==> src/rtl/pipeline_hazard_ctrl_pkg.sv <==
// Shared definitions for the pipeline stall/flush sequencer: widths, default
// exception vector, FSM state encodings and the register-match helper.
package pipeline_hazard_ctrl_pkg;

    localparam int DP_WIDTH  = 32;
    localparam int REG_WIDTH = 5;

    localparam logic [DP_WIDTH-1:0] EXC_VECTOR_DEFAULT = 32'h8000_0180;

    typedef enum logic {
        ST_RUN = 1'b0,
        ST_EXC = 1'b1
    } hz_state_e;

    // Register $zero never carries a dependency.
    function automatic logic src_match(
        input logic                 en,
        input logic [REG_WIDTH-1:0] src,
        input logic [REG_WIDTH-1:0] dst
    );
        return en && (src != '0) && (src == dst);
    endfunction

endpackage

==> src/rtl/pipeline_hazard_ctrl_hazard_detect.sv <==
// Combinational load-use detector: flags dependencies that forwarding cannot
// cover, so the front end must stall for a cycle.
module hazard_detect
    import pipeline_hazard_ctrl_pkg::*;
(
    input  logic [REG_WIDTH-1:0] id_rs,
    input  logic [REG_WIDTH-1:0] id_rt,
    input  logic                 id_need_rs,
    input  logic                 id_need_rt,
    input  logic                 id_want_rs,
    input  logic                 id_want_rt,
    input  logic [REG_WIDTH-1:0] ex_rtrd,
    input  logic                 ex_regwrite,
    input  logic                 ex_memread,
    input  logic [REG_WIDTH-1:0] mem_rtrd,
    input  logic                 mem_memread,
    output logic                 load_use
);

    logic ex_need_hit;
    logic ex_want_hit;
    logic mem_need_hit;

    // ID-stage consumers cannot take any EX result; EX-stage consumers only miss loads.
    always_comb begin
        ex_need_hit  = src_match(id_need_rs, id_rs, ex_rtrd)
                     | src_match(id_need_rt, id_rt, ex_rtrd);
        ex_want_hit  = src_match(id_want_rs, id_rs, ex_rtrd)
                     | src_match(id_want_rt, id_rt, ex_rtrd);
        mem_need_hit = src_match(id_need_rs, id_rs, mem_rtrd)
                     | src_match(id_need_rt, id_rt, mem_rtrd);
        load_use     = (ex_regwrite & ex_need_hit)
                     | (ex_memread  & ex_want_hit)
                     | (mem_memread & mem_need_hit);
    end

endmodule

==> src/rtl/pipeline_hazard_ctrl.sv <==
// Central stall/flush sequencer: prioritises exceptions, data-memory waits,
// load-use hazards and fetch waits, and runs the exception restart sequence.
module pipeline_hazard_ctrl
    import pipeline_hazard_ctrl_pkg::*;
#(
    parameter logic [DP_WIDTH-1:0] EXC_VECTOR   = EXC_VECTOR_DEFAULT,
    parameter int                  DMEM_TIMEOUT = 16
) (
    input  logic                 clk,
    input  logic                 rst,
    input  logic                 IF_MemReady,
    input  logic [REG_WIDTH-1:0] ID_Rs,
    input  logic [REG_WIDTH-1:0] ID_Rt,
    input  logic                 ID_NeedRs,
    input  logic                 ID_NeedRt,
    input  logic                 ID_WantRs,
    input  logic                 ID_WantRt,
    input  logic [REG_WIDTH-1:0] EX_RtRd,
    input  logic                 EX_RegWrite,
    input  logic                 EX_MemRead,
    input  logic [REG_WIDTH-1:0] MEM_RtRd,
    input  logic                 MEM_RegWrite,
    input  logic                 MEM_MemRead,
    input  logic                 MEM_MemWrite,
    input  logic                 MEM_MemReady,
    input  logic                 MEM_Exception,
    input  logic [DP_WIDTH-1:0]  MEM_RestartPC,
    input  logic                 MEM_IsBDS,
    output logic                 IF_Stall,
    output logic                 ID_Stall,
    output logic                 EX_Stall,
    output logic                 MEM_Stall,
    output logic                 WB_Stall,
    output logic                 IF_Flush,
    output logic                 ID_Flush,
    output logic                 EX_Flush,
    output logic                 MEM_Flush,
    output logic                 PC_Redirect,
    output logic [DP_WIDTH-1:0]  PC_Target,
    output logic [DP_WIDTH-1:0]  EPC,
    output logic                 ExcBD,
    output logic                 ExcBusErr
);

    localparam int CNT_W = $clog2(DMEM_TIMEOUT);

    hz_state_e            state_q, state_d;
    logic [CNT_W-1:0]     cnt_q, cnt_d;
    logic [DP_WIDTH-1:0]  epc_q, epc_d;
    logic                 bd_q, bd_d;
    logic                 buserr_q, buserr_d;

    logic                 load_use;
    logic                 dmem_wait;
    logic                 timeout;
    logic                 exc;
    logic [3:0]           stall;
    logic                 flush_all;
    logic                 redirect;

    hazard_detect u_hazard_detect (
        .id_rs       (ID_Rs),
        .id_rt       (ID_Rt),
        .id_need_rs  (ID_NeedRs),
        .id_need_rt  (ID_NeedRt),
        .id_want_rs  (ID_WantRs),
        .id_want_rt  (ID_WantRt),
        .ex_rtrd     (EX_RtRd),
        .ex_regwrite (EX_RegWrite),
        .ex_memread  (EX_MemRead),
        .mem_rtrd    (MEM_RtRd),
        .mem_memread (MEM_MemRead),
        .load_use    (load_use)
    );

    always_comb begin
        dmem_wait = (MEM_MemRead | MEM_MemWrite) & ~MEM_MemReady;
        timeout   = (cnt_q == CNT_W'(DMEM_TIMEOUT - 1)) & dmem_wait;
        exc       = MEM_Exception | timeout;
    end

    // stall[3:0] = {IF, ID, EX, MEM}; the counter clears by default.
    always_comb begin
        state_d   = state_q;
        cnt_d     = '0;
        epc_d     = epc_q;
        bd_d      = bd_q;
        buserr_d  = buserr_q;
        stall     = 4'b0000;
        flush_all = 1'b0;
        redirect  = 1'b0;
        case (state_q)
            ST_RUN: begin
                if (exc) begin
                    flush_all = 1'b1;
                    epc_d     = MEM_RestartPC;
                    bd_d      = MEM_IsBDS;
                    buserr_d  = timeout;
                    state_d   = ST_EXC;
                end else if (dmem_wait) begin
                    stall = 4'b1111;
                    cnt_d = cnt_q + 1'b1;
                end else if (load_use) begin
                    stall = 4'b1100;
                end else if (!IF_MemReady) begin
                    stall = 4'b1000;
                end
            end
            ST_EXC: begin
                flush_all = 1'b1;
                redirect  = 1'b1;
                state_d   = ST_RUN;
            end
            default: state_d = ST_RUN;
        endcase
    end

    always_ff @(posedge clk or negedge rst) begin
        if (!rst) begin
            state_q  <= ST_RUN;
            cnt_q    <= '0;
            epc_q    <= '0;
            bd_q     <= 1'b0;
            buserr_q <= 1'b0;
        end else begin
            state_q  <= state_d;
            cnt_q    <= cnt_d;
            epc_q    <= epc_d;
            bd_q     <= bd_d;
            buserr_q <= buserr_d;
        end
    end

    // Control outputs are forced quiet while reset is held.
    assign IF_Stall    = rst & stall[3];
    assign ID_Stall    = rst & stall[2];
    assign EX_Stall    = rst & stall[1];
    assign MEM_Stall   = rst & stall[0];
    assign WB_Stall    = 1'b0;
    assign IF_Flush    = rst & flush_all;
    assign ID_Flush    = rst & flush_all;
    assign EX_Flush    = rst & flush_all;
    assign MEM_Flush   = rst & flush_all;
    assign PC_Redirect = rst & redirect;
    assign PC_Target   = PC_Redirect ? EXC_VECTOR : '0;
    assign EPC         = epc_q;
    assign ExcBD       = bd_q;
    assign ExcBusErr   = buserr_q;

endmodule

==> config.mk <==
export PLATFORM = sky130hd
export DESIGN_NAME = pipeline_hazard_ctrl
export DESIGN_NICKNAME = d
export VERILOG_FILES = /design/src/rtl/pipeline_hazard_ctrl_pkg.sv /design/src/rtl/pipeline_hazard_ctrl_hazard_detect.sv /design/src/rtl/pipeline_hazard_ctrl.sv
export SDC_FILE = /design/constraint.sdc
export NUM_CORES = 1
export LEC_CHECK = 0
export CAP_MARGIN = 20
export CORE_ASPECT_RATIO = 0.9
export CORE_MARGIN = 4
export CORE_UTILIZATION = 37
export CTS_CLUSTER_SIZE = 8
export DETAILED_ROUTE_END_ITERATION = 16
export GPL_TIMING_DRIVEN = 0
export PLACE_DENSITY = 0.82
export SLEW_MARGIN = 10
export SYNTH_ARGS = -nofsm -noshare
export SYNTH_HDL_FRONTEND = slang
export SYNTH_SLANG_ARGS = --single-unit
==> constraint.sdc <==
create_clock -name clk -period 2.1 [get_ports clk]
set_input_delay 0.21 -clock clk [delete_from_list [all_inputs] [get_ports clk]]
set_output_delay 0.21 -clock clk [all_outputs]
set_load 0.005 [all_outputs]
# After elaboration in Yosys (flattened, before gate mapping)
# Cells that the tools add are included.
# word_totals
word_cells	57
input_bits	67
register_bits	39
# classes
bitwise_logic	20
mux	13
add_sub_neg	1
n_eq_ne	5
reduce_logical	13
# op_table
cell	count
32-bit two-way mux	1
4-bit two-way mux	8
5-bit equality test	4
1-bit bitwise AND	11
1-bit logical AND	10
5-bit nonzero test	2
1-bit bitwise OR	7
4-bit by 1-bit adder with 4-bit output, second input constant	1
4-bit equality test, second input constant	1
1-bit one-hot mux with 2 select lines	2
1-bit two-way mux	2
1-bit NOT	2
2-bit AND reduction	1

# Logic depth before layout (Yosys ltp)
# Gate-level depths: netlist of the first run.
# logic_depth
word_depth	12
ltp_mapped	6
ltp_nobuf	5

# Cells and area by module
# From an unflattened synthesis of the first run, not the netlist that was laid out.
# hier_totals
hier_cells	173
area_unflattened_um2	2238.4
# modules_own_cells
module	seq_area_each_um2	n_inst	cells_each	area_each_um2
pipeline_hazard_ctrl	975.9	1	138	1964.4
hazard_detect	0.0	1	35	274.0

# Least setup slack after synthesis of the first run
# No wires, ideal clock.
# synth_path
path_kind	register -> output
start	register cnt_q[0]
end	output MEM_Stall
path_buffers	1
t_arrival_ps	1418
required_ps	1890
path_stages_with_launch	6
slack_ps	472
path_cell_list	dfrtp_1 > ha_1 > and4_4 > nor3_1 > and3_1 > buf_4
# synth_between
elab_chain_len	6
# synth_lines
element	line_no	rtl
start: declaration	pipeline_hazard_ctrl.sv:48	logic [CNT_W-1:0] cnt_q, cnt_d;
start signal: assignment	pipeline_hazard_ctrl.sv:127	cnt_q <= cnt_d;
4-bit equality test	pipeline_hazard_ctrl.sv:78	timeout = (cnt_q == CNT_W'(DMEM_TIMEOUT - 1)) & dmem_wait;
1-bit bitwise AND	pipeline_hazard_ctrl.sv:78	
1-bit bitwise OR	pipeline_hazard_ctrl.sv:79	exc = MEM_Exception | timeout;
4-bit two-way mux	pipeline_hazard_ctrl.sv:94	if (exc) begin
4-bit two-way mux	pipeline_hazard_ctrl.sv:92	case (state_q)
1-bit bitwise AND	pipeline_hazard_ctrl.sv:138	assign MEM_Stall = rst & stall[0];
end: declaration	pipeline_hazard_ctrl.sv:32	output logic MEM_Stall,
# Every way passes these cells.

# Worst setup path in the final report of the first run
# layout_path
start	input ID_Rt[0]
end	output ID_Stall
# layout_between
elab_chain_len	12
word_cells_on_any_way	21
classes_between	eq/ne: 2; mux: 4; bitwise: 9; reduce/logical: 6
# layout_lines
element	line_no	rtl
start: declaration	pipeline_hazard_ctrl.sv:13	input logic [REG_WIDTH-1:0] ID_Rt,
5-bit nonzero test	pipeline_hazard_ctrl_pkg.sv:21	return en && (src != '0) && (src == dst);
1-bit logical AND (2 in a row)	pipeline_hazard_ctrl_pkg.sv:21	
1-bit bitwise OR, on equally long branches	pipeline_hazard_ctrl_hazard_detect.sv:27, pipeline_hazard_ctrl_hazard_detect.sv:29	
1-bit bitwise AND, on equally long branches	pipeline_hazard_ctrl_hazard_detect.sv:32, pipeline_hazard_ctrl_hazard_detect.sv:33	
1-bit bitwise OR	pipeline_hazard_ctrl_hazard_detect.sv:33	| (ex_memread & ex_want_hit)
1-bit bitwise OR *	pipeline_hazard_ctrl_hazard_detect.sv:34	| (mem_memread & mem_need_hit);
4-bit two-way mux *	pipeline_hazard_ctrl.sv:103	end else if (load_use) begin
4-bit two-way mux *	pipeline_hazard_ctrl.sv:100	end else if (dmem_wait) begin
4-bit two-way mux *	pipeline_hazard_ctrl.sv:94	
4-bit two-way mux *	pipeline_hazard_ctrl.sv:92	
1-bit bitwise AND *	pipeline_hazard_ctrl.sv:136	assign ID_Stall = rst & stall[2];
end: declaration	pipeline_hazard_ctrl.sv:30	output logic ID_Stall,
# Every way passes the cells marked *; elsewhere a longest branch is shown, timed or not.

==> metrics.txt, run 1 <==
# TYPE chip_impl_metric gauge
chip_impl_info{name="outcome",value="finished clean"} 1
chip_impl_metric{name="numPlacedInstances",unit=""} 385
chip_impl_metric{name="wl_per_cell",unit="um"} 14.5
chip_impl_metric{name="peakVddDrop",unit="mV"} 0.429
chip_impl_info{name="worst_hold_path.endpoint",value="ExcBusErr"} 1
chip_impl_metric{name="multi_input_comb_area",unit="um^2"} 1080
chip_impl_metric{name="ys_seq_elements",unit=""} 39
chip_impl_metric{name="drt_first_iter_violations",unit=""} 34
chip_impl_metric{name="num_vias",unit=""} 1744
chip_impl_metric{name="crit_fanout",unit=""} 3
chip_impl_metric{name="globalRoute.totalOverflow",unit=""} 0
chip_impl_metric{name="drt-pass1-iter-count",unit=""} 4
chip_impl_info{name="r2r_end",value="EPC[23]"} 1
chip_impl_info{name="synth_top_cells_by_count",value="39 x dfrtp_1, 37 x buf_4, 29 x mux2_4, 15 x xnor2_1, 7 x xor2_1"} 1
chip_impl_info{name="synth_ff_type",value="dfrtp_1"} 1
chip_impl_metric{name="via_per_inst",unit=""} 4.33
chip_impl_metric{name="reg2reg_depth",unit=""} 7
chip_impl_metric{name="first_global_vias",unit=""} 1858
chip_impl_metric{name="post_route_cells_drive_above_1_share",unit="%"} 31.5
chip_impl_metric{name="ios",unit=""} 143
chip_impl_metric{name="min_delay_path_depth",unit=""} 1
chip_impl_metric{name="maxCapViolations",unit=""} 0
chip_impl_metric{name="leakage",unit="nW"} 1.75
chip_impl_metric{name="timing.final.hold_violations",unit=""} 0
chip_impl_metric{name="first_pass_grt_wire_length",unit="um"} 9090
chip_impl_metric{name="floorplan_die_area",unit="um^2"} 7330
chip_impl_info{name="cell_accounting_for_the_most_synthesized_area",value="dfrtp_1"} 1
chip_impl_metric{name="cts_made_buffers",unit=""} 5
chip_impl_metric{name="seq_area_frac_synth",unit="%"} 43.8
chip_impl_info{name="rsz0062_at_grt",value="no"} 1
chip_impl_metric{name="number_of_enable_flip_flop_cells_after_synthesis",unit=""} 0
chip_impl_metric{name="instances_no_fill",unit=""} 403
chip_impl_metric{name="drtAntennaViolNets",unit=""} 0
chip_impl_info{name="worst_hold_path_type",value="register to register"} 1
chip_impl_metric{name="die_h",unit="um"} 81.6
chip_impl_metric{name="setup_total_negative_slack",unit="ns"} 0
chip_impl_metric{name="nets",unit=""} 400
chip_impl_metric{name="cts.reportedPaths.clkPinSlew",unit="ns"} 0.08
chip_impl_metric{name="totalPowerFinal",unit="mW"} 2.15
chip_impl_metric{name="clk_path_buf_depth",unit=""} 2
chip_impl_metric{name="initial_utilization",unit="%"} 38.7
chip_impl_metric{name="netlist_instances",unit=""} 174
chip_impl_metric{name="power_frac_comb",unit="%"} 33.8
chip_impl_info{name="clk_root_buffer_cell",value="clkbuf_8"} 1
chip_impl_metric{name="total_switching_power",unit="uW"} 559
chip_impl_metric{name="finalClockSkew",unit="ns"} 0.0130
chip_impl_metric{name="required_time_of_the_critical_path",unit="ns"} 1.89
chip_impl_metric{name="maximum_number_of_pins_on_one_net_before_global_route_repair",unit=""} 23
chip_impl_info{name="synthMostInstantiatedCell",value="dfrtp_1"} 1
chip_impl_metric{name="power.density_cell_area",unit="nW/um^2"} 573
chip_impl_metric{name="dpl_cell_area",unit="um^2"} 3560
chip_impl_metric{name="synth_area",unit="um^2"} 2230
chip_impl_metric{name="critical_path_arrival",unit="ns"} 1.82
chip_impl_metric{name="cts.sink_count",unit=""} 39
chip_impl_info{name="ys_top_cells_by_area",value="dfrtp_1 44%, mux2_4 20%, buf_4 12%"} 1
chip_impl_metric{name="core.rowCount",unit=""} 26
chip_impl_metric{name="r2r_setup_slack",unit="ns"} 0.36
chip_impl_metric{name="floorplan.core_area",unit="um^2"} 5760
chip_impl_metric{name="fillcell_total",unit=""} 457
chip_impl_metric{name="number_of_warnings_printed_during_yosys_synthesis",unit=""} 0
chip_impl_info{name="cts_tree",value="done"} 1
chip_impl_metric{name="die-width",unit="um"} 89.8
chip_impl_metric{name="time_the_final_worst_path_needs_with_i_o_delays_and_setup",unit="ns"} 2.03
chip_impl_info{name="timing.setup.critical_path_class",value="input pin to primary output"} 1
chip_impl_metric{name="avgSynthCellArea",unit="um^2"} 12.8
chip_impl_metric{name="cts_max_level",unit=""} 2
chip_impl_info{name="min-delay-start",value="ExcBusErr"} 1
chip_impl_metric{name="seq_area",unit="um^2"} 976
chip_impl_metric{name="place.detailed.hpwl",unit="um"} 4630
chip_impl_info{name="setup.worst_path.end_class",value="primary output"} 1
chip_impl_info{name="critical_path.reg2reg.startpoint",value="cnt_q[0]"} 1
chip_impl_metric{name="final_design_area_no_fill",unit="um^2"} 3750
chip_impl_metric{name="slew_headroom",unit="%"} 50.7
chip_impl_metric{name="report.final.slew_viol_count",unit=""} 0
chip_impl_metric{name="routed_wl",unit="um"} 5840
chip_impl_metric{name="antenna_found_initial",unit=""} 0
chip_impl_metric{name="max_clock_freq",unit="GHz"} 0.492
chip_impl_metric{name="internal_power",unit="mW"} 1.59
chip_impl_metric{name="postSynth.asyncResetShare",unit="%"} 100
chip_impl_metric{name="final-setup-viol-count",unit=""} 0
chip_impl_metric{name="drcViolationCount",unit=""} 0
chip_impl_metric{name="worstSkewPairLatency",unit="ns"} 0.29
chip_impl_metric{name="antenna_cells_inserted",unit=""} 0
chip_impl_info{name="worst_setup_path_start_kind",value="input pin"} 1
chip_impl_metric{name="power_frac_clock",unit="%"} 23.9
chip_impl_metric{name="synthDistinctLibCells",unit=""} 30
chip_impl_metric{name="gr_util_all_layers",unit="%"} 15.7
chip_impl_metric{name="numPortBuffers",unit=""} 111
chip_impl_metric{name="power_frac_seq",unit="%"} 42.2
chip_impl_metric{name="area_delta_synth_final",unit="%"} 68.4
chip_impl_metric{name="netlist.area_leader.share",unit="%"} 43.8
chip_impl_metric{name="layout_worst_path_cycle_share",unit="%"} 96.7
chip_impl_metric{name="finalWeightedCongestion",unit=""} 0.757
chip_impl_metric{name="max_slew.worst_pin.slew",unit="ns"} 0.737
chip_impl_metric{name="final_core_util",unit="%"} 65.2
chip_impl_metric{name="netSwitchingFraction",unit="%"} 26.0
## state kept, by name, indices dropped and copies added, names as in the netlist
name,count
cnt_q,4
ExcBD,1
ExcBusErr,1
state_q,1
EPC,32
## power by group through the flow
stage                     Sequential, mW  Clock (mW)  Combinational, mW
after CTS                          0.910       0.535              0.726
after global routing               0.923       0.570              0.782
final                              0.909       0.515              0.728
after floorplan                    0.922           0              0.294
after global placement             0.916           0              0.700
after detailed placement           0.918           0              0.718
## kinds of logic (layout without fill, tap and decap cells)
group	after synthesis	count (layout)	share of synthesized area (%)
other	1	30	0.168
DFF	39	39	43.8
adders and majority gates	1	1	0.561
buffers and inverters	41	171	14.1
AOI/OAI and AO/OA	7	7	2.86
muxes	33	33	21.5
and+or+nand+nor	30	30	8.31
xor gates and xnor gates	22	22	8.64
## critical path, stage by stage
cell and delay (ns):
dlygate4sd2_1 0.27, or4_4 0.55, nor2_2 0.12, nor3_1 0.08, a211oi_2 0.26, a21oi_1 0.10
clkdlybuf4s15_2 0.22
## layout make-up
class	instances	share of cell area, %
clock buffers	5	1.83
repair buffers	122	32.0
clock inverters	3	0.633
well taps	70	2.33
multi-input cells	123	28.8
inverters	1	0.100
plain buffers	40	8.30
flip-flops and latches	39	26.0
## how the worst max path moves through the flow
stage | startpoint | end | slack [ns]
finish | ID_Rt[0] | ID_Stall | 0.07
global route | cnt_q[0] | ID_Stall | 0.002
CTS | cnt_q[0] | ID_Stall | 0.005
detailed placement | MEM_MemRead | MEM_Stall | -0.60
global placement | rst | MEM_Stall | -1.16
floorplan | cnt_q[0] | MEM_Stall | 0.47
## cell usage in the layout, fill, tap and decap left out, types with 3 or more instances in the layout
master,synthesis,final
clkdlybuf4s50_1,0,92
buf_4,37,43
dfrtp_1,39,39
conb_1,1,30
mux2_4,29,29
dlygate4sd2_1,0,16
xnor2_1,15,15
xor2_1,7,7
clkbuf_8,0,5
nor2_1,5,4
buf_6,3,4
mux2_2,4,4
nand2_1,3,3
nor3_1,4,3
nand4_1,3,3
nand3_1,3,3
## metrics by stage
| step | hold slack (ns) | setup WS [ns] |
|---|---|---|
| after global placement | 0.451 | -1.16 |
| final | 0.512 | 0.0692 |
| after floorplan | -0.0856 | 0.472 |
| after detailed placement | 0.191 | -0.603 |
| after global routing | 0.511 | 0.00191 |
| after CTS | 0.516 | 0.00539 |
## timing repair
| item | CTS | global route |
|---|---|---|
| hold buffers | 2 | 0 |
| resized for setup | 30 | 1 |
| pin swaps | 4 | 2 |
| hold endpoints to repair | 17 | 0 |
| buffers inserted | 5 | 2 |
| endpoints found under the setup margin | 8 | 6 |
## layer usage
layer	wire length, um	vias to the layer above	global-route usage, %
li1	-	846	-
met1	2270	787	17.3
met2	2780	104	26.8
met3	749	7	8.52
met4	43	0	3.98
met5	0	-	0
No activity file was read; power rests on OpenSTA's default activity.
==> run 2, diff against run 1 <==
--- a/config.mk
+++ b/config.mk
@@ -8,11 +8,12 @@
 export CAP_MARGIN = 20
 export CORE_ASPECT_RATIO = 0.9
 export CORE_MARGIN = 4
-export CORE_UTILIZATION = 37
+export CORE_UTILIZATION = 40
 export CTS_CLUSTER_SIZE = 8
 export DETAILED_ROUTE_END_ITERATION = 16
 export GPL_TIMING_DRIVEN = 0
-export PLACE_DENSITY = 0.82
+export PLACE_DENSITY = 0.87
+export SETUP_SLACK_MARGIN = 0.3
 export SLEW_MARGIN = 10
 export SYNTH_ARGS = -nofsm -noshare
 export SYNTH_HDL_FRONTEND = slang
==> constraint.sdc (replaced) <==
create_clock -name clk -period 2.6 [get_ports clk]
set_input_delay 0.26 -clock clk [delete_from_list [all_inputs] [get_ports clk]]
set_output_delay 0.26 -clock clk [all_outputs]
set_load 0.005 [all_outputs]
==> run 2 against run 1 <==
Effect of this change:
- setup slack improved by 0.32 ns
- largest power group unchanged
- core utilization rose by 4.9 points
- hold slack got worse by 0.034 ns
- clock power fell by 23%
- sequential power fell by 19%
- flip-flop and latch count did not move
- combinational power fell by 20%
- critical path type unchanged
- highest routed layer unchanged
- first-iteration DRC count fell by 24%
- non-clock buffer count fell by 4
==> metrics.txt, run 2 (same netlist as run 1, synthesis figures left out) <==
# TYPE chip_impl_metric gauge
chip_impl_metric{name="time_the_final_worst_path_needs_with_i_o_delays_and_setup",unit="ns"} 2.21
chip_impl_metric{name="floorplan_die_area",unit="um^2"} 6830
chip_impl_metric{name="worstSkewPairLatency",unit="ns"} 0.29
chip_impl_info{name="worst_setup_path_start_kind",value="input pin"} 1
chip_impl_metric{name="core.rowCount",unit=""} 25
chip_impl_info{name="rsz0062_at_grt",value="no"} 1
chip_impl_metric{name="seq_area",unit="um^2"} 976
chip_impl_info{name="critical_path.reg2reg.startpoint",value="cnt_q[0]"} 1
chip_impl_metric{name="drt_first_iter_violations",unit=""} 26
chip_impl_metric{name="fillcell_total",unit=""} 387
chip_impl_metric{name="first_global_vias",unit=""} 1885
chip_impl_metric{name="cts_max_level",unit=""} 2
chip_impl_metric{name="drt-pass1-iter-count",unit=""} 4
chip_impl_metric{name="final-setup-viol-count",unit=""} 0
chip_impl_metric{name="cts.reportedPaths.clkPinSlew",unit="ns"} 0.08
chip_impl_metric{name="gr_util_all_layers",unit="%"} 16.8
chip_impl_metric{name="nets",unit=""} 396
chip_impl_metric{name="critical_path_arrival",unit="ns"} 1.95
chip_impl_metric{name="post_route_cells_drive_above_1_share",unit="%"} 30.1
chip_impl_metric{name="area_delta_synth_final",unit="%"} 67.2
chip_impl_metric{name="final_design_area_no_fill",unit="um^2"} 3730
chip_impl_info{name="clk_root_buffer_cell",value="clkbuf_8"} 1
chip_impl_metric{name="drtAntennaViolNets",unit=""} 0
chip_impl_metric{name="multi_input_comb_area",unit="um^2"} 1090
chip_impl_metric{name="layout_worst_path_cycle_share",unit="%"} 85.1
chip_impl_metric{name="max_slew.worst_pin.slew",unit="ns"} 0.835
chip_impl_info{name="r2r_end",value="EPC[24]"} 1
chip_impl_metric{name="globalRoute.totalOverflow",unit=""} 0
chip_impl_info{name="mostFrequentLayoutCells",value="96 x clkdlybuf4s50_1, 41 x buf_4, 39 x dfrtp_1, 30 x conb_1, 29 x mux2_4"} 1
chip_impl_metric{name="maxCapViolations",unit=""} 0
chip_impl_metric{name="via_per_inst",unit=""} 4.37
chip_impl_metric{name="antenna_cells_inserted",unit=""} 0
chip_impl_metric{name="crit_fanout",unit=""} 24
chip_impl_metric{name="clk_path_buf_depth",unit=""} 2
chip_impl_metric{name="finalClockSkew",unit="ns"} 0.0125
chip_impl_metric{name="required_time_of_the_critical_path",unit="ns"} 2.34
chip_impl_metric{name="wl_per_cell",unit="um"} 14.7
chip_impl_metric{name="ios",unit=""} 143
chip_impl_metric{name="place.detailed.hpwl",unit="um"} 4530
chip_impl_metric{name="antenna_found_initial",unit=""} 0
chip_impl_metric{name="routed_wl",unit="um"} 5830
chip_impl_metric{name="worst_slack",unit="ns"} 0.388
chip_impl_metric{name="finalWeightedCongestion",unit=""} 0.791
chip_impl_metric{name="numPortBuffers",unit=""} 111
chip_impl_metric{name="r2r_setup_slack",unit="ns"} 0.84
chip_impl_metric{name="reg2reg_depth",unit=""} 7
chip_impl_info{name="setup.worst_path.end_class",value="primary output"} 1
chip_impl_info{name="timing.setup.critical_path_class",value="input pin to primary output"} 1
chip_impl_info{name="startpoint",value="rst"} 1
chip_impl_info{name="cts_tree",value="done"} 1
chip_impl_metric{name="initial_utilization",unit="%"} 41.9
chip_impl_info{name="worst_hold_path_type",value="input pin to asynchronous set/reset pin"} 1
chip_impl_info{name="layout.cells.most_common",value="clkdlybuf4s50_1"} 1
chip_impl_metric{name="cts.sink_count",unit=""} 39
chip_impl_info{name="outcome",value="finished clean"} 1
chip_impl_metric{name="cts_made_buffers",unit=""} 5
chip_impl_metric{name="timing.final.hold_violations",unit=""} 0
chip_impl_metric{name="leakage",unit="nW"} 1.76
chip_impl_metric{name="first_pass_grt_wire_length",unit="um"} 8980
chip_impl_metric{name="drcViolationCount",unit=""} 0
chip_impl_metric{name="maximum_number_of_pins_on_one_net_before_global_route_repair",unit=""} 25
chip_impl_metric{name="floorplan.core_area",unit="um^2"} 5320
chip_impl_metric{name="num_vias",unit=""} 1729
chip_impl_metric{name="dpl_cell_area",unit="um^2"} 3560
chip_impl_metric{name="slew_headroom",unit="%"} 44.2
chip_impl_metric{name="power.density_cell_area",unit="nW/um^2"} 460
chip_impl_metric{name="post-place-ws",unit="ns"} -0.114
chip_impl_metric{name="die-width",unit="um"} 86.7
chip_impl_metric{name="die_h",unit="um"} 78.8
chip_impl_metric{name="peakVddDrop",unit="mV"} 0.296
chip_impl_metric{name="max_clock_freq",unit="GHz"} 0.452
chip_impl_metric{name="largest_reg_flops",unit=""} 32
chip_impl_metric{name="report.final.slew_viol_count",unit=""} 0
## run 2: cell count changes in the layout (fill, tap and decap cells not counted), sizes merged
cell           before  now
clkdlybuf4s15       1    0
clkdlybuf4s50      92   96
clkinv              0    1
dlygate4sd2        16   10
buf                50   46
clkinvlp            2    1
dlymetal6s2s        0    4
inv                 2    1
## run 2: worst max-delay path: stages
cell and delay, ns:
dlygate4sd3_1 0.52, buf_2 0.16, buf_16 0.18, and2_1 0.21, buf_4 0.13, clkdlybuf4s50_1 0.49
## run 2: how the worst max path moves through the flow
stage | end | cells after the start | slack [ns]
after global routing | IF_Stall | 7 | 0.26
after detailed placement | MEM_Stall | 7 | -0.11
final | PC_Target[8] | 6 | 0.39
after floorplan | MEM_Stall | 5 | 0.92
after global placement | MEM_Flush | 4 | -0.74
after CTS | IF_Flush | 6 | 0.31
## run 2: layout make-up
cell class	count	share of cell area, %
Clock buffer	6	1.95
Timing Repair Buffer	118	31.7
Buffer	40	8.36
Inverter	1	0.101
Multi-Input combinational cell	123	29.1
Tap cell	67	2.25
Clock inverter	2	0.336
Sequential cell	39	26.2
## run 2: metal layers
layer / global-route usage [%] / wire (um) / vias to the layer above
met4: 4.21 / 63 / 0
li1: - / - / 833
met2: 28.7 / 2790 / 98
met3: 7.68 / 737 / 7
met5: 0 / 0 / -
met1: 19.2 / 2240 / 791
## run 2: where the power goes
part	total, mW	leakage (nW)	internal [mW]	switching [mW]
Clock	0.394	0.0412	0.187	0.207
Sequential	0.738	0.468	0.685	0.0526
Combinational	0.584	1.25	0.408	0.177
Total	1.72	1.76	1.28	0.436
## run 2: repair_timing
action	4_1_cts	5_1_grt
buffers inserted	4	0
setup endpoints to repair	8	5
endpoints found under the hold margin	19	0
pin swaps	6	3
hold buffers	2	0
gates resized for setup	14	9
## run 2: metrics by stage
stage | TNS, ns | instances | hold slack, ns | util (%) | total power, mW
after global routing | 0 | 396 | 0.489 | 70.1 | 1.81
after global placement | -7.88 | 381 | 0.448 | 66.4 | 1.30
after floorplan | 0 | 203 | -0.0356 | - | 0.982
final | 0 | 396 | 0.478 | 70.1 | 1.72
after detailed placement | -0.494 | 382 | 0.246 | 66.9 | 1.32
after CTS | 0 | 396 | 0.454 | 69.5 | 1.73
